**config.mk**
```make
export PLATFORM = sky130hd
export DESIGN_NAME = uartcon_dbg_bridge_flat
export DESIGN_NICKNAME = d
export VERILOG_FILES = /design/src/rtl/uartcon_dbg_bridge_if.sv /design/src/rtl/uartcon_dbg_bridge.sv /design/src/flat_wrapper.sv
export SDC_FILE = /design/constraint.sdc
export NUM_CORES = 1
export LEC_CHECK = 0
export CAP_MARGIN = 20
export CORE_MARGIN = 2
export CORE_UTILIZATION = 48
export DETAILED_ROUTE_END_ITERATION = 12
export PLACE_DENSITY = 0.79
export SKIP_LAST_GASP = 1
export SLEW_MARGIN = 25
export SYNTH_ARGS = -nofsm -noshare
export SYNTH_HDL_FRONTEND = slang
export SYNTH_SLANG_ARGS = --single-unit
```
**constraint.sdc**
```tcl
create_clock -name clk -period 2.6 [get_ports clk]
set_input_delay 0.52 -clock clk [delete_from_list [all_inputs] [get_ports clk]]
set_output_delay 0.52 -clock clk [all_outputs]
set_load 0.01 [all_outputs]
```
**src/rtl/uartcon_dbg_bridge_if.sv**
```systemverilog
// Bundle of the Rx/Tx FIFO and debug-bus signals seen by uartcon_dbg_bridge.
// The master modport is the bridge side; the slave modport is the FIFO/bus side.
interface uartcon_dbg_bridge_if #(
    parameter int ADDR_BYTES = 4,
    parameter int DATA_BYTES = 4
);
    logic                    rx_read;
    logic [7:0]              rx_rdata;
    logic                    rx_empty;
    logic                    tx_write;
    logic [7:0]              tx_wdata;
    logic                    tx_full;
    logic                    bus_req;
    logic                    bus_we;
    logic [8*ADDR_BYTES-1:0] bus_addr;
    logic [8*DATA_BYTES-1:0] bus_wdata;
    logic                    bus_ack;
    logic [8*DATA_BYTES-1:0] bus_rdata;
    logic                    bus_err;

    modport master (
        output rx_read, tx_write, tx_wdata, bus_req, bus_we, bus_addr, bus_wdata,
        input  rx_rdata, rx_empty, tx_full, bus_ack, bus_rdata, bus_err
    );

    modport slave (
        input  rx_read, tx_write, tx_wdata, bus_req, bus_we, bus_addr, bus_wdata,
        output rx_rdata, rx_empty, tx_full, bus_ack, bus_rdata, bus_err
    );
endinterface

```
**src/rtl/uartcon_dbg_bridge.sv**
```systemverilog
// UART debug bridge: decodes 'W'/'R' frames from the Rx FIFO into one bus access and
// pushes ACK/NAK (+ read data) into the Tx FIFO. Optional inter-byte timeout: UARTCON_DBG_TIMEOUT_EN.
module uartcon_dbg_bridge #(
    parameter int          ADDR_BYTES     = 4,
    parameter int          DATA_BYTES     = 4,
    parameter logic [7:0]  ACK_CODE       = 8'h06,
    parameter logic [7:0]  NAK_CODE       = 8'h15,
    parameter int unsigned TIMEOUT_CYCLES = 1000000
) (
    input  logic                  clk,
    input  logic                  rst_n,
    uartcon_dbg_bridge_if.master  dbg,
    output logic                  busy
);
    localparam int         AW    = 8*ADDR_BYTES;
    localparam int         DW    = 8*DATA_BYTES;
    localparam logic [7:0] OP_W  = 8'h57;
    localparam logic [7:0] OP_R  = 8'h52;
    localparam logic [2:0] ALAST = 3'(ADDR_BYTES-1);
    localparam logic [2:0] DLAST = 3'(DATA_BYTES-1);
    localparam logic [2:0] RLAST = 3'(DATA_BYTES);

    typedef enum logic [2:0] {S_IDLE, S_ADDR, S_DATA, S_BUS, S_RESP} state_t;

    state_t          r_state, w_next;
    logic            r_live;
    logic            r_pend;
    logic [2:0]      r_cnt;
    logic            r_we;
    logic            r_nak;
    logic            r_long;
    logic [AW-1:0]   r_addr;
    logic [DW-1:0]   r_wdata;
    logic [DW-1:0]   r_rdata;
    logic            w_fetch;
    logic            w_pop;
    logic            w_txw;
    logic [7:0]      w_txd;
    logic            w_tmo;
    logic            w_opok;

    assign w_fetch = (r_state == S_IDLE) || (r_state == S_ADDR) || (r_state == S_DATA);
    assign w_opok  = (dbg.rx_rdata == OP_W) || (dbg.rx_rdata == OP_R);
    // r_live keeps rx_read low while reset is applied and in the first cycle after it
    assign w_pop   = r_live && w_fetch && !dbg.rx_empty && !r_pend && !w_tmo;

`ifdef UARTCON_DBG_TIMEOUT_EN
    logic [31:0] r_tmo;

    always_ff @(posedge clk or negedge rst_n) begin
        if (!rst_n) begin
            r_tmo <= '0;
        end else if ((r_state == S_ADDR || r_state == S_DATA) && !r_pend) begin
            r_tmo <= r_tmo + 32'd1;
        end else begin
            r_tmo <= '0;
        end
    end

    assign w_tmo = (r_state == S_ADDR || r_state == S_DATA) && !r_pend
                   && (r_tmo >= TIMEOUT_CYCLES - 1);
`else
    assign w_tmo = 1'b0;
`endif

    always_ff @(posedge clk or negedge rst_n) begin
        if (!rst_n) begin
            r_state <= S_IDLE;
        end else begin
            r_state <= w_next;
        end
    end

    always_comb begin
        w_next = r_state;
        w_txw  = 1'b0;
        w_txd  = '0;
        case (r_state)
            S_IDLE: begin
                if (r_pend) w_next = w_opok ? S_ADDR : S_RESP;
            end
            S_ADDR: begin
                if (r_pend) begin
                    if (r_cnt == ALAST) w_next = r_we ? S_DATA : S_BUS;
                end else if (w_tmo) begin
                    w_next = S_RESP;
                end
            end
            S_DATA: begin
                if (r_pend) begin
                    if (r_cnt == DLAST) w_next = S_BUS;
                end else if (w_tmo) begin
                    w_next = S_RESP;
                end
            end
            S_BUS: begin
                if (dbg.bus_ack) w_next = S_RESP;
            end
            S_RESP: begin
                w_txd = (r_cnt == 3'd0) ? (r_nak ? NAK_CODE : ACK_CODE) : r_rdata[DW-1 -: 8];
                if (!dbg.tx_full) begin
                    w_txw = 1'b1;
                    if ((r_cnt == 3'd0 && !r_long) || r_cnt == RLAST) w_next = S_IDLE;
                end
            end
            default: w_next = S_IDLE;
        endcase
    end

    always_ff @(posedge clk or negedge rst_n) begin
        if (!rst_n) begin
            r_live  <= 1'b0;
            r_pend  <= 1'b0;
            r_cnt   <= '0;
            r_we    <= 1'b0;
            r_nak   <= 1'b0;
            r_long  <= 1'b0;
            r_addr  <= '0;
            r_wdata <= '0;
            r_rdata <= '0;
        end else begin
            r_live <= 1'b1;
            r_pend <= w_pop;
            case (r_state)
                S_IDLE: begin
                    r_cnt <= '0;
                    if (r_pend) begin
                        r_we   <= (dbg.rx_rdata == OP_W);
                        r_nak  <= !w_opok;
                        r_long <= 1'b0;
                    end
                end
                S_ADDR: begin
                    if (r_pend) begin
                        r_addr <= (r_addr << 8) | AW'(dbg.rx_rdata);
                        r_cnt  <= (r_cnt == ALAST) ? 3'd0 : r_cnt + 3'd1;
                    end else if (w_tmo) begin
                        r_nak  <= 1'b1;
                        r_long <= 1'b0;
                        r_cnt  <= '0;
                    end
                end
                S_DATA: begin
                    if (r_pend) begin
                        r_wdata <= (r_wdata << 8) | DW'(dbg.rx_rdata);
                        r_cnt   <= (r_cnt == DLAST) ? 3'd0 : r_cnt + 3'd1;
                    end else if (w_tmo) begin
                        r_nak  <= 1'b1;
                        r_long <= 1'b0;
                        r_cnt  <= '0;
                    end
                end
                S_BUS: begin
                    if (dbg.bus_ack) begin
                        r_rdata <= dbg.bus_rdata;
                        r_nak   <= dbg.bus_err;
                        r_long  <= !r_we && !dbg.bus_err;
                        r_cnt   <= '0;
                    end
                end
                S_RESP: begin
                    // read data leaves MSB first: shift after each data byte is pushed
                    if (w_txw) begin
                        r_cnt <= r_cnt + 3'd1;
                        if (r_cnt != 3'd0) r_rdata <= r_rdata << 8;
                    end
                end
                default: r_cnt <= '0;
            endcase
        end
    end

    assign dbg.rx_read   = w_pop;
    assign dbg.tx_write  = w_txw;
    assign dbg.tx_wdata  = w_txd;
    assign dbg.bus_req   = (r_state == S_BUS);
    assign dbg.bus_we    = (r_state == S_BUS) && r_we;
    assign dbg.bus_addr  = r_addr;
    assign dbg.bus_wdata = r_wdata;
    assign busy          = (r_state != S_IDLE);
endmodule
```
**src/flat_wrapper.sv**
```systemverilog
// flat-port wrapper written by rule: the top's interface ports become plain ports
module uartcon_dbg_bridge_flat 
#(
    parameter int          ADDR_BYTES     = 4,
    parameter int          DATA_BYTES     = 4,
    parameter logic [7:0]  ACK_CODE       = 8'h06,
    parameter logic [7:0]  NAK_CODE       = 8'h15,
    parameter int unsigned TIMEOUT_CYCLES = 1000000
)
  (clk, rst_n, busy, dbg_rx_read, dbg_tx_write, dbg_tx_wdata, dbg_bus_req, dbg_bus_we, dbg_bus_addr, dbg_bus_wdata, dbg_rx_rdata, dbg_rx_empty, dbg_tx_full, dbg_bus_ack, dbg_bus_rdata, dbg_bus_err);
  uartcon_dbg_bridge_if #(.ADDR_BYTES(ADDR_BYTES), .DATA_BYTES(DATA_BYTES)) dbg_i ();
  input  logic clk;
  input  logic rst_n;
  output logic busy;
  output wire logic [$bits(dbg_i.rx_read)-1:0] dbg_rx_read;
  output wire logic [$bits(dbg_i.tx_write)-1:0] dbg_tx_write;
  output wire logic [$bits(dbg_i.tx_wdata)-1:0] dbg_tx_wdata;
  output wire logic [$bits(dbg_i.bus_req)-1:0] dbg_bus_req;
  output wire logic [$bits(dbg_i.bus_we)-1:0] dbg_bus_we;
  output wire logic [$bits(dbg_i.bus_addr)-1:0] dbg_bus_addr;
  output wire logic [$bits(dbg_i.bus_wdata)-1:0] dbg_bus_wdata;
  input wire logic [$bits(dbg_i.rx_rdata)-1:0] dbg_rx_rdata;
  input wire logic [$bits(dbg_i.rx_empty)-1:0] dbg_rx_empty;
  input wire logic [$bits(dbg_i.tx_full)-1:0] dbg_tx_full;
  input wire logic [$bits(dbg_i.bus_ack)-1:0] dbg_bus_ack;
  input wire logic [$bits(dbg_i.bus_rdata)-1:0] dbg_bus_rdata;
  input wire logic [$bits(dbg_i.bus_err)-1:0] dbg_bus_err;
  assign dbg_rx_read = dbg_i.rx_read;
  assign dbg_tx_write = dbg_i.tx_write;
  assign dbg_tx_wdata = dbg_i.tx_wdata;
  assign dbg_bus_req = dbg_i.bus_req;
  assign dbg_bus_we = dbg_i.bus_we;
  assign dbg_bus_addr = dbg_i.bus_addr;
  assign dbg_bus_wdata = dbg_i.bus_wdata;
  assign dbg_i.rx_rdata = dbg_rx_rdata;
  assign dbg_i.rx_empty = dbg_rx_empty;
  assign dbg_i.tx_full = dbg_tx_full;
  assign dbg_i.bus_ack = dbg_bus_ack;
  assign dbg_i.bus_rdata = dbg_bus_rdata;
  assign dbg_i.bus_err = dbg_bus_err;
  uartcon_dbg_bridge #(.ADDR_BYTES(ADDR_BYTES), .DATA_BYTES(DATA_BYTES), .ACK_CODE(ACK_CODE), .NAK_CODE(NAK_CODE), .TIMEOUT_CYCLES(TIMEOUT_CYCLES)) u_core (.clk(clk), .rst_n(rst_n), .dbg(dbg_i), .busy(busy));
endmodule
```
## After elaboration in Yosys (flattened, before gate mapping)

Cells that the tools add are included.

| operators by class | value |
|---|---|
| $add $sub $neg | 1 |
| eq/ne operators | 19 |
| multiplexer cells | 31 |
| bitwise gates (word level) | 2 |
| reductions and logical operators | 30 |

Operator list:

| operator | count |
|---|---|
| $mux W32 | 3 |
| $or A32 B8 Y32 | 2 |
| $pmux W32 S2 | 1 |
| $mux W3 | 13 |
| $eq A8 B7 Y1 const B | 2 |
| $mux W8 | 2 |
| $pmux W3 S5 | 1 |
| $ne A2 B1 Y1 const B | 7 |
| $eq A3 B2 Y1 const B | 3 |
| $pmux W3 S3 | 1 |
| $ne A2 B2 Y1 const B | 4 |
| $reduce_and A8 Y1 | 1 |
| $mux W1 | 7 |
| $eq A3 B3 Y1 const B | 2 |
| $logic_and A1 B1 Y1 | 6 |
| $logic_not A1 Y1 | 6 |
| $logic_not A3 Y1 | 2 |
| $reduce_and A2 Y1 | 3 |
| $reduce_and A3 Y1 | 2 |
| $reduce_bool A3 Y1 | 2 |
| $mux W5 | 1 |
| $logic_or A1 B1 Y1 | 4 |
| $pmux W1 S2 | 2 |
| $reduce_and A4 Y1 | 1 |
| 4 further kinds | 5 |

| storage, ports and cells | value |
|---|---|
| flip-flop bits (word level) | 107 |
| bits of input ports | 46 |
| output and inout bits | 77 |

## Longest topological paths before layout

Gate-level depths: netlist (run 1).

| logic depth | value |
|---|---|
| depth in word-level cells | 6 |
| mapped depth | 8 |
| gate-level depth less buffers | 6 |

## Worst setup path after synthesis (run 1)

No wires, ideal clock.

| timing | value |
|---|---|
| kind | register to output |
| start | register u_core.r_state[0] |
| end | output port dbg_tx_wdata[0] |
| arrival time | 1.624 ns |
| data required time | 2.080 ns |
| path slack | 0.456 ns |
| cell stages (with the launch flop) | 7 |
| buffers on the path | 4 |
| cell sequence | dfrtp_1 > buf_2 > or3b_1 > buf_2 > clkbuf_1 > buf_1 > a21oi_1 |

| on the way | value |
|---|---|
| longest elaborated chain between the ends | 2 |

Ends and longest elaborated chain:

| what | line | source |
|---|---|---|
| from (decl) | uartcon_dbg_bridge.sv:25 | `state_t r_state, w_next;` |
| from (signal assigned) | uartcon_dbg_bridge.sv:70 | `r_state <= w_next;` |
| $eq A3 B3 Y1 | uartcon_dbg_bridge.sv:78 | `case (r_state)` |
| $mux W8 | uartcon_dbg_bridge.sv:78 |  |
| to (decl) | flat_wrapper.sv:17 | `output wire logic [$bits(dbg_i.tx_wdata)-1:0] dbg_tx_wdata;` |

No other way between the ends.

## Final worst setup path (run 1)

| timing | value |
|---|---|
| start | register u_core.r_cnt[0] |
| end | output port dbg_tx_wdata[2] |

| on the way | value |
|---|---|
| longest elaborated chain between the ends | 3 |

Ends and longest elaborated chain:

| what | line | source |
|---|---|---|
| from (decl) | uartcon_dbg_bridge.sv:28 | `logic [2:0] r_cnt;` |
| from (signal assigned) | uartcon_dbg_bridge.sv:136 | `r_cnt <= (r_cnt == ALAST) ? 3'd0 : r_cnt + 3'd1;` |
| from (signal assigned) | uartcon_dbg_bridge.sv:146 | `r_cnt <= (r_cnt == DLAST) ? 3'd0 : r_cnt + 3'd1;` |
| from (signal assigned) | uartcon_dbg_bridge.sv:164 | `r_cnt <= r_cnt + 3'd1;` |
| $logic_not A3 Y1 | uartcon_dbg_bridge.sv:100 | `w_txd = (r_cnt == 3'd0) ? (r_nak ? NAK_CODE : ACK_CODE) : r_rdata[DW-1 -: 8];` |
| $mux W8 | uartcon_dbg_bridge.sv:100 |  |
| $mux W8 | uartcon_dbg_bridge.sv:78 |  |

No other way between the ends.

==> run summary, run 1 <==
The endpoint identified for the worst register-to-register timing path is u_core.r_rdata[26]. The clock passes through at most 2 buffers. Between clock sinks in the finished design, the worst skew comes to 0.0175 ns.

The standard cell core area came out at 9240 um^2. The sum of overflow across all layers after global routing came out at 0. During synthesis, Yosys emitted a total of 0 warnings. The repair_antennas step left the layout with diodes totalling 0.

The post-synthesis share of cell area spent on and, or, nand and nor gates came out at 13.3%. The maximum fanout count along the critical path came out at 3. Setup repair after global routing left no endpoint under its margin. From bottom edge to top edge, the die measures 102 um. The most critical setup path has its startpoint at u_core.r_cnt[0]. The number of max-slew violations in the final report came out at 0. The cell with the largest stage delay on the worst path is clkdlybuf4s50_1. The CTS H-tree depth came out at 3. The fraction of registers with async set/reset is 100%. Entering global routing, the biggest net connects 43 pins. The number of setup violations in the final report came out at 0.

IR analysis of the VDD net gives a maximum drop of 0.316 mV. The post-detailed-placement cell area came out at 5980 um^2. After clock tree synthesis, the clock-pin slew on the worst setup and hold paths is 0.10 ns. The share of Yosys cell area claimed by the top area cell type is 58.6%.

The min-delay analysis places its worst path in the category primary input to async pin. Detailed placement finished with a half-perimeter wire length of 7.45 mm. The number of failing hold endpoints at the final stage came out at 0. The total wirelength of the detailed-routed design is 10.4 mm. The number of input and output port buffers inserted is 122. The number of top-level pins came out at 123. The worst setup path is launched from a register.

The post-route antenna net violation count is 0. A synthesized cell averages 11.4 um^2. After Yosys synthesis, full adders, half adders and majority gates account for 1.10% of the synthesized area. In this run the clock root is driven by a clkbuf_8. The number of inserted filler cells in the final layout is 702.

The global-route usage over all layers is 21.0%. The initial antenna violation count came out at 0. The wire length per cell came out at 15.8 um.

In this run the worst setup path terminates at dbg_tx_wdata[2]. The required time of the critical path is 2.08 ns. The starting density of the core is 49.4%. Cells with a size suffix above 1 make up 20.1% of the layout.

The count of standard-cell rows came out at 35. At the worst endpoint, the arrival time is 1.94 ns. The run finished with clean final reports. The via count of the first global-routing pass came to 3452.

The delay of the slowest critical-path stage is 0.54 ns. The leading area contributor after synthesis is dfrtp_1. The mux share of post-synthesis cell area is 16.4%. The first global-routing pass estimated 16.9 mm of wire. For the pin with the worst max-slew slack, the measured transition is 0.900 ns. The xor-xnor portion of the synthesized cell area is 0.384%. The CTS tree is yes. The number of different library cells used by synthesis comes to 40. The count of routing violations after the opening detailed-route iteration is 153. The growth of design area from synthesis to finish came out at 36.8%. The area enclosed by the die boundary came out at 10300 um^2.

In the post-synthesis netlist, the biggest area contributors are dfrtp_1 59%, mux2_2 15%, nand2_1 5.8%, a31oi_1 3.4%, nor2_1 2.9%. Summing the areas of all compound-gate instances in the mapped netlist gives 6.71% of the synthesized area. The path depth of the worst reg2reg path is 5. The number of flops mapped to enable cells by yosys is 0.

The maximum clock rate is 0.407 GHz. The endpoint class of the critical path is a primary output. The total number of nets in the final design is 577. The DRC violation count after routing came out at 0. The detailed-route via count is 3432. The share of the clock period used by the worst path after layout is 94.4%. For the worst-skew pair, the clock arrives at the later sink with an insertion delay of 0.37 ns. The static leakage is 0.00297 uW. The sink count of the clock tree came out at 107. Dividing the detail-routed via count by the number of cells gives 5.19. The synthesized netlist net count came out at 449. The area of the mapped netlist came out at 4570 um^2.

Subtracting the final worst setup slack from the clock period gives 2.46 ns. The finished cells cover 6250 um^2. By area, the combinational part of the netlist is dominated by multiplexers. The first TritonRoute pass finished after 4 iterations.

The sequential-to-total area share from yosys stat is 58.6%. The number of flip-flops and latches in the synthesized netlist came out at 107. The horizontal die dimension is 102 um. In the synthesized netlist the dominant register cell turns out to be dfrtp_1. The count of max-cap constraint violations came out at 0. In this run the critical register-to-register path is launched from u_core.r_state[0]. The most numerous cell type found on the critical path is nor2_1. Traced cell by cell, the critical path runs through inv_1, ha_2, nor2b_4, nor2_1, nor2_1, clkdlybuf4s50_1. The max-slew headroom at the worst pin is 40.0%. The setup path with the least slack is of type register to primary output. The accumulated negative setup slack is 0 ns. For flop-to-flop paths, the worst setup slack is 0.35 ns. Buffers inserted during clock tree synthesis total 9. The total power per unit cell area is 686 nW/um^2. The cell count after synthesis came out at 399.

The final weighted congestion in routability-driven placement is 0.874.
-- worst max-delay path: cells and delay by family, from the launching register on --
family | cells | cell delay, ns
buf+inv | 2 | 0.64
fa+ha+maj | 1 | 0.21
flops | 1 | 0.39
simple gates | 3 | 0.34
-- logic make-up after synthesis --
kind of cell             count (synthesis)
buffers and inverters                   32
multiplexers                            67
XOR/XNOR                                 2
adder cells (fa/ha/maj)                  4
AO/OA/AOI/OAI                           46
flip-flops                             107
other                                    1
AND/OR/NAND/NOR                        140
-- cell usage after synthesis, types with 3 or more instances --
cell type,n
a21oi_1,6
a31oi_1,25
and3_1,6
buf_2,13
clkbuf_1,9
dfrtp_1,107
ha_1,4
inv_1,6
mux2_2,62
mux2i_1,3
nand2_1,70
nand3_1,13
nor2_1,35
nor2b_1,4
o21ai_0,5
-- registers in the layout, indices dropped and copies added, names as in the netlist --
name / flops
u_core.r_nak: 1
u_core.r_cnt: 3
u_core.r_live: 1
u_core.r_rdata: 32
u_core.r_state: 3
u_core.r_pend: 1
u_core.r_we: 1
u_core.r_long: 1
u_core.dbg.bus_wdata: 32
u_core.dbg.bus_addr: 32
-- cell type report --
cell class / count / area (um^2) / share of cell area, %
multi-input combinational: 260 / 1760 / 28.2
clock inverter: 5 / 42.5 / 0.681
tap: 129 / 161 / 2.58
clock buffer: 11 / 141 / 2.26
inverter: 6 / 22.5 / 0.360
timing repair buffer: 143 / 1440 / 23.0
sequential: 107 / 2680 / 42.9
-- routing by layer --
layer,track usage [%],part of all wire [%],routed length [um],vias up
met4,7.59,1.9,197,0
li1,-,-,-,1623
met1,29.7,45,4660,1702
met2,32.9,49,5060,93
met3,3.80,4.9,514,14
met5,0,0,0,-
-- how the worst min path moves through the flow --
stage / to / slack (ns) / cells past startpoint / start
finish: u_core.r_state[1] / 0.13 / 1 / rst_n
global route: u_core.r_state[1] / 0.16 / 1 / rst_n
CTS: u_core.r_live / 0.14 / 1 / rst_n
detailed placement: u_core.r_rdata[1] / 0.46 / 2 / u_core.r_rdata[1]
global placement: u_core.r_rdata[5] / 0.45 / 2 / u_core.r_rdata[5]
floorplan: u_core.dbg.bus_addr[0] / 0.22 / 0 / rst_n
-- repair_timing --
item	4_1_cts	5_1_grt
hold buffers	0	0
setup buffers	1	1
gates cloned	1	0
gates resized for setup	7	8
endpoints found under the setup margin	9	8
pin swaps	1	1
-- cells in the final DEF (no fill, tap or decap), types with 2 or more instances in the layout --
master / instances
ha_1: 3
nand3_1: 13
and2_1: 2
dlygate4sd2_1: 2
xnor2_1: 2
dfrtp_1: 107
nor2b_1: 2
nand4_1: 2
dlymetal6s2s_1: 5
mux2_2: 62
clkdlybuf4s50_1: 114
mux2_1: 2
a21oi_1: 6
inv_1: 6
mux2i_1: 3
nor2_1: 35
nand2_1: 70
buf_4: 18
a31oi_1: 25
buf_12: 2
inv_6: 4
clkbuf_8: 10
and3_1: 6
o21ai_0: 5
-- where the power goes --
| group | leakage, uW | switching [uW] | internal, uW |
|---|---|---|---|
| clock | 0.0000914 | 580 | 390 |
| sequential | 0.00141 | 153 | 1930 |
| combinational | 0.00147 | 637 | 592 |
-- through the flow --
step / power (uW) / util, % / setup WS (ns) / instances / hold WS [ns]
5_1_grt: 4550 / 67.6 / 0.0148 / 661 / 0.158
4_1_cts: 4310 / 67.3 / 0.00337 / 660 / 0.137
6_report: 4290 / 67.6 / 0.145 / 661 / 0.134
3_3_place_gp: 3210 / 64.7 / 0.182 / 642 / 0.450
3_5_place_dp: 3260 / 64.7 / 0.128 / 642 / 0.457
2_1_floorplan: 2780 / - / 0.456 / 399 / 0.224
No activity file was read; power rests on OpenSTA's default activity.
==> run 2, diff against run 1 <==
--- a/config.mk
+++ b/config.mk
@@ -8,6 +8,7 @@
 export CAP_MARGIN = 20
 export CORE_MARGIN = 2
 export CORE_UTILIZATION = 48
+export CTS_CLUSTER_SIZE = 12
 export DETAILED_ROUTE_END_ITERATION = 12
 export PLACE_DENSITY = 0.79
 export SKIP_LAST_GASP = 1
@@ -15,3 +16,4 @@
 export SYNTH_ARGS = -nofsm -noshare
 export SYNTH_HDL_FRONTEND = slang
 export SYNTH_SLANG_ARGS = --single-unit
+export TNS_END_PERCENT = 20
==> run summary, run 2 (synthesis gave the netlist of run 1 again) <==
Status: finished, final reports clean (unchanged). The number of iterations in the first detailed-routing pass came to 4 (unchanged). The number of failing hold endpoints at the final stage was 0 (unchanged). The die height came out at 102 um (unchanged). The total number of nets in the final design came out at 574 (was 577). The combined buffer and inverter count along the critical path came out at 3 (was 2). The layout cell share with drive strength beyond 1 came out at 19.5% (was 20.1%). The critical path launch point type is a register (unchanged).

The CTS tree is yes (unchanged). The routing layer with the top usage in global route is met2 (unchanged). The class of the most critical setup path is register to primary output (unchanged). The clock insertion delay at the later pin of the skew report came to 0.37 ns (about the same). The largest net degree at the start of global routing came out at 43 (unchanged). The terminus of the critical flop-to-flop path is u_core.r_rdata[26] (unchanged). The via count of the first global-routing pass came to 3438 (was 3452).

The internal power component was 2860 uW (was 2920 uW). The post-CTS setup buffer count came out at 0 (was 1). The final weighted congestion in routability-driven placement is 0.874 (unchanged). The met1 track demand over resource in global routing is 29.2% (was 29.7%). The total wirelength of the detailed-routed design is 10.3 mm (was 10.4 mm). The path category of the worst min-delay check is primary input to async pin (unchanged). The switching share of total power is 32.1% (was 32.0%).

The number of cells on the critical path is 5 (was 6). The number of CTS-inserted buffers is 9 (unchanged). The startpoint of the worst setup timing path is u_core.r_state[1] (was u_core.r_cnt[0]).

The arrival time of data at the critical path endpoint came out at 2.07 ns (was 1.94 ns). The count of max-cap constraint violations came out at 0 (unchanged). The sequential share of power is 49.5% (was 48.7%).

The source of the worst register-to-register timing path is u_core.r_state[0] (unchanged). The power dissipated by switching net loads is 1360 uW (was 1370 uW). The worst setup path endpoint was dbg_tx_wdata[6] (was dbg_tx_wdata[2]). The reg2reg setup slack is 0.36 ns (was 0.35 ns). The commonest non-fill, non-tap cell in the layout is clkdlybuf4s50_1 (unchanged). The actual transition at the worst max-transition pin is 0.899 ns (was 0.900 ns). The initial antenna violation count is 0 (unchanged). The static leakage came out at 0.00288 uW (was 0.00297 uW). The delay of the slowest critical-path stage came out at 0.53 ns (was 0.54 ns).

The max-slew headroom at the worst pin came out at 40.1% (was 40.0%). The post-DP HPWL is 7.45 mm (unchanged). Cell-by-cell listing of the critical path: buf_4, nor3b_4, buf_12, and3_1, clkdlybuf4s50_1 (was inv_1, ha_2, nor2b_4, nor2_1, nor2_1, clkdlybuf4s50_1).

The wire length per cell came out at 15.6 um (was 15.8 um). The detailed-route via count is 3420 (was 3432). The number of setup violations in the final report came out at 0 (unchanged). The wire length of the first global-routing pass came out at 16.7 mm (was 16.9 mm). The share of the clock period used by the worst path after layout is 99.6% (was 94.4%). The DRC violation count after routing is 0 (unchanged). The core occupancy in the finished layout is 67.0% (was 67.6%). The count of routing violations after the opening detailed-route iteration is 167 (was 153). The maximum clock rate came to 0.386 GHz (was 0.407 GHz). The cell with the largest stage delay on the worst path is clkdlybuf4s50_1 (unchanged).

The met3 global-route usage is 3.86% (was 3.80%). The growth of design area from synthesis to finish came to 35.5% (was 36.8%). The required time of the critical path was 2.08 ns (about the same). The post-route antenna net violation count is 0 (unchanged). The total power per unit cell area is 682 nW/um^2 (was 686 nW/um^2). The maximum vdd drop is 0.315 mV (was 0.316 mV). The sum of overflow across all layers after global routing is 0 (unchanged). The path depth of the worst reg2reg path is 5 (unchanged). The starting density of the core was 49.4% (unchanged). The accumulated negative setup slack came out at 0 ns (unchanged).

The area of all placed cells without fillers is 6190 um^2 (was 6250 um^2). The CTS root buffer is clkbuf_8 (unchanged). Unrepaired setup endpoints after global routing: yes (was no). The number of input and output port buffers inserted came out at 122 (unchanged). The number of max-slew violations in the final report came out at 0 (unchanged). The hold slack is 0.136 ns (was 0.134 ns).

The standard cell core area is 9240 um^2 (unchanged). The post-layout worst setup margin came out at 0.0110 ns (was 0.145 ns). The sink count of the clock tree came out at 107 (unchanged). The portion of total power attributed to combinational logic came out at 27.6% (was 28.7%).

The worst clock skew on the final layout is 0.0184 ns (was 0.0175 ns). Most frequent cells in the layout: 119 x clkdlybuf4s50_1, 107 x dfrtp_1, 70 x nand2_1, 62 x mux2_2, 35 x nor2_1 (was 114 x clkdlybuf4s50_1, 107 x dfrtp_1, 70 x nand2_1, 62 x mux2_2, 35 x nor2_1). The CTS clock-pin slew for the worst setup and hold paths is 0.10 ns (about the same). The global routing usage on met2 is 32.4% (was 32.9%). The horizontal die dimension came to 102 um (unchanged). The endpoint class of the critical path is a primary output (unchanged). The relative contribution of the clock network to total power is 22.9% (was 22.6%). The post-layout minimum cycle time is 2.59 ns (was 2.46 ns). The maximum fanout count along the critical path came out at 22 (was 3).

The count of standard-cell rows is 35 (unchanged). The post-detailed-placement cell area is 5980 um^2 (unchanged). The CTS H-tree depth came to 3 (unchanged).

The number of top-level pins came out at 123 (unchanged). The global-route usage over all layers came out at 20.8% (was 21.0%). The dominant delay contributor by cell family on the critical path was buffers and inverters (unchanged).

The area enclosed by the die boundary is 10300 um^2 (unchanged). The diode insertion count for antenna repair came out at 0 (unchanged). The buffer levels on the longest clock path is 2 (unchanged). The pre-CTS setup slack came out at 0.128 ns (unchanged). The vias per cell was 5.20 (was 5.19).
run 2: metal layers:
metal  part of all wire (%)  up-vias  routed length, um
met5                      0        -                  0
met1                     45     1706               4650
met2                     49       84               4980
met4                    1.9        0                197
li1                       -     1616                  -
met3                    4.2       14                432
run 2: area by class of cell:
cell class / instances / area (um^2)
timing repair buffer: 140 / 1380
sequential: 107 / 2680
fill: 708 / 3050
tap: 129 / 161
clock buffer: 11 / 141
multi-input combinational: 260 / 1760
clock inverter: 5 / 42.5
inverter: 6 / 22.5
run 2: power groups by stage:
stage          Clock, uW  Sequential (uW)  Combinational, uW
4_1_cts              996             2090               1170
6_report             968             2090               1160
3_3_place_gp           0             2110               1100
5_1_grt             1060             2120               1310
3_5_place_dp           0             2120               1140
2_1_floorplan          0             2070                708
run 2: worst min path at each step:
stage / start / endpoint / slack, ns / cells past startpoint
final: rst_n / u_core.r_state[1] / 0.14 / 1
after global routing: rst_n / u_core.r_state[1] / 0.16 / 1
after CTS: rst_n / u_core.r_live / 0.14 / 1
after detailed placement: u_core.r_rdata[1] / u_core.r_rdata[1] / 0.46 / 2
after global placement: u_core.r_rdata[5] / u_core.r_rdata[5] / 0.45 / 2
after floorplan: rst_n / u_core.dbg.bus_addr[0] / 0.22 / 0
run 2: timing repair:
action / CTS / global route
resized for setup: 5 / 3
hold buffers: 0 / 0
hold endpoints to repair: 0 / 0
endpoints found under the setup margin: 9 / 10
run 2: through the flow:
| step | power, uW | std cells |
|---|---|---|
| 3_5_place_dp | 3260 | 642 |
| 4_1_cts | 4250 | 658 |
| 3_3_place_gp | 3210 | 642 |
| 6_report | 4220 | 658 |
| 5_1_grt | 4480 | 658 |
| 2_1_floorplan | 2780 | 399 |
==> run 3, diff against run 2 <==
--- a/config.mk
+++ b/config.mk
@@ -7,10 +7,10 @@
 export LEC_CHECK = 0
 export CAP_MARGIN = 20
 export CORE_MARGIN = 2
-export CORE_UTILIZATION = 48
+export CORE_UTILIZATION = 30
 export CTS_CLUSTER_SIZE = 12
 export DETAILED_ROUTE_END_ITERATION = 12
-export PLACE_DENSITY = 0.79
+export PLACE_DENSITY = 0.58
 export SKIP_LAST_GASP = 1
 export SLEW_MARGIN = 25
 export SYNTH_ARGS = -nofsm -noshare
==> constraint.sdc (replaced) <==
create_clock -name clk -period 2.6 [get_ports clk]
set_input_delay 0.52 -clock clk [delete_from_list [all_inputs] [get_ports clk]]
set_output_delay 0.52 -clock clk [all_outputs]
set_load 0.05 [all_outputs]
==> run summary, run 3 (synthesis gave the netlist of run 1 again) <==
Status: finished, final reports clean (unchanged). The number of setup violations in the final report came out at 0 (unchanged). The growth of design area from synthesis to finish was 40.8% (was 35.5%). The number of instances in the placed design is 694 (was 642). The global routing usage on met2 came out at 21.7% (was 32.4%).

The count of max-cap constraint violations is 0 (unchanged). The horizontal die dimension came out at 127 um (was 102 um). The wire length per cell is 15.1 um (was 15.6 um). The actual transition at the worst max-transition pin came to 0.634 ns (was 0.899 ns). The layout cell share with drive strength beyond 1 came out at 20.3% (was 19.5%).

The post-detailed-placement cell area is 6100 um^2 (was 5980 um^2). The critical path launch point type is a register (unchanged). The initial antenna violation count came out at 0 (unchanged). The arrival time of data at the critical path endpoint came out at 2.00 ns (was 2.07 ns). The die height came out at 127 um (was 102 um). The sink count of the clock tree is 107 (unchanged). The maximum vdd drop is 0.323 mV (was 0.315 mV).

The wire length of the first global-routing pass is 17.5 mm (was 16.7 mm). The global-route usage over all layers was 13.6% (was 20.8%). The cts-stage hold buffer count came to 0 (unchanged).

The area enclosed by the die boundary is 16200 um^2 (was 10300 um^2). The routing layer with the top usage in global route is met2 (unchanged). The area of all placed cells without fillers came out at 6430 um^2 (was 6190 um^2).

The count of standard-cell rows is 45 (was 35). The CTS root buffer is clkbuf_16 (was clkbuf_8). The number of max-slew violations in the final report is 0 (unchanged).

The buffer levels on the longest clock path is 2 (unchanged). The total wirelength of the detailed-routed design is 10.7 mm (was 10.3 mm). The met1 track demand over resource in global routing is 16.6% (was 29.2%). The post-layout instance count excluding filler cells was 710 (was 658).

The standard cell core area was 15000 um^2 (was 9240 um^2). The number of top-level pins came to 123 (unchanged). The post-DP HPWL came out at 7.35 mm (was 7.45 mm). The total number of nets in the final design was 567 (was 574). The maximum fanout count along the critical path came out at 14 (was 22). The endpoint class of the critical path was a primary output (unchanged). The number of input and output port buffers inserted is 122 (unchanged).

The CTS tree was yes (unchanged). The post-layout minimum cycle time came to 2.52 ns (was 2.59 ns). The number of CTS-inserted buffers came out at 9 (unchanged). The post-route antenna net violation count was 0 (unchanged). The DRC violation count after routing was 0 (unchanged).

Unrepaired setup endpoints after global routing: no (was yes). The clock insertion delay at the later pin of the skew report is 0.35 ns (was 0.37 ns). The pre-CTS setup slack came out at 0.380 ns (was 0.128 ns).

Most frequent cells in the layout: 109 x clkdlybuf4s50_1, 107 x dfrtp_1, 70 x nand2_1, 62 x mux2_2, 35 x nor2_1 (was 119 x clkdlybuf4s50_1, 107 x dfrtp_1, 70 x nand2_1, 62 x mux2_2, 35 x nor2_1). The required time of the critical path came out at 2.08 ns (about the same). The vias per cell came to 4.78 (was 5.20). The share of the clock period used by the worst path after layout is 97.0% (was 99.6%).

The max-slew headroom at the worst pin is 57.7% (was 40.1%). The number of failing hold endpoints at the final stage came out at 0 (unchanged). The detailed-route via count came out at 3392 (was 3420). The starting density of the core came out at 30.4% (was 49.4%).

The CTS H-tree depth is 3 (unchanged). The total power per unit cell area came out at 774 nW/um^2 (was 682 nW/um^2). The commonest non-fill, non-tap cell in the layout was clkdlybuf4s50_1 (unchanged). The static leakage is 0.00293 uW (was 0.00288 uW). The met3 global-route usage came out at 5.23% (was 3.86%). The diode insertion count for antenna repair came out at 0 (unchanged). The final weighted congestion in routability-driven placement is 0.789 (was 0.874). The worst clock skew on the final layout was 0.00880 ns (was 0.0184 ns). The hold slack is 0.181 ns (was 0.136 ns).

The number of iterations in the first detailed-routing pass is 4 (unchanged). The via count of the first global-routing pass is 3471 (was 3438). The maximum clock rate came out at 0.396 GHz (was 0.386 GHz). The largest net degree at the start of global routing was 108 (was 43). The count of routing violations after the opening detailed-route iteration came out at 181 (was 167). The path category of the worst min-delay check is primary input to async pin (unchanged). The class of the most critical setup path is register to primary output (unchanged). The post-layout worst setup margin came out at 0.0773 ns (was 0.0110 ns). The sum of overflow across all layers after global routing was 0 (unchanged).

The CTS clock-pin slew for the worst setup and hold paths is 0.08 ns (was 0.10 ns).
==> run 3: cell count changes in the layout (fill, tap and decap cells not counted), sizes merged <==
cell           previous run  this run
buf                      19        24
bufinv                    0         2
clkinv                    0         1
dlymetal6s2s              2         0
clkinvlp                  1         0
clkdlybuf4s50           119       109
clkbuf                   11         9
==> run 3: final timing paths <==
kind | from | to | depth (start not counted) | slack, ns
worst min-delay path | rst_n | u_core.r_rdata[26] | 2 | 0.18
max in group asynchronous | rst_n | u_core.dbg.bus_wdata[13] | 2 | 1.89
worst max-delay path | u_core.r_state[1] | busy | 3 | 0.08
worst max register to register | u_core.r_state[1] | u_core.dbg.bus_addr[18] | 5 | 0.62
worst min register to register | u_core.r_rdata[0] | u_core.r_rdata[0] | 2 | 0.47
min in group clk | u_core.r_rdata[0] | u_core.r_rdata[0] | 2 | 0.47
==> run 3: per-layer routing <==
| layer | routed length (um) | part of all wire [%] |
|---|---|---|
| met5 | 0 | 0 |
| met4 | 165 | 1.5 |
| met3 | 915 | 8.6 |
| met2 | 4950 | 46 |
| met1 | 4660 | 44 |
==> run 3: report_power, final <==
group / total, uW / switching (uW) / internal [uW]
Combinational: 1370 / 792 / 579
Sequential: 2090 / 153 / 1930
Clock: 1510 / 650 / 863
Total: 4970 / 1600 / 3380
==> run 3: what timing repair did <==
action | in CTS | in global routing
setup buffers | 0 | 0
gates resized for setup | 0 | 2
setup endpoints to repair | 0 | 5
endpoints found under the hold margin | 0 | 0
==> run 3: cell type report <==
class,instances,area [um^2]
flip-flops and latches,107,2680
clock inverters,7,105
clock buffers,9,225
well taps,188,235
multi-input cells,260,1740
repair buffers,133,1420
inverters,6,22.5
fillers,1452,8600
==> run 3: worst max-delay path, cell delays in order (launching register included) <==
cell	delay (ns)
dfrtp_1	0.43
buf_4	0.20
or3_1	0.32
clkdlybuf4s50_1	0.71
==> run 3: per-stage QoR <==
| stage | util (%) | TNS, ns | total power [uW] |
|---|---|---|---|
| final | 42.8 | 0 | 4970 |
| after global routing | 42.8 | 0 | 5280 |
| after floorplan | - | -0.217 | 2960 |
| after global placement | 40.5 | 0 | 3470 |
| after CTS | 42.7 | 0 | 5030 |
| after detailed placement | 40.5 | 0 | 3510 |
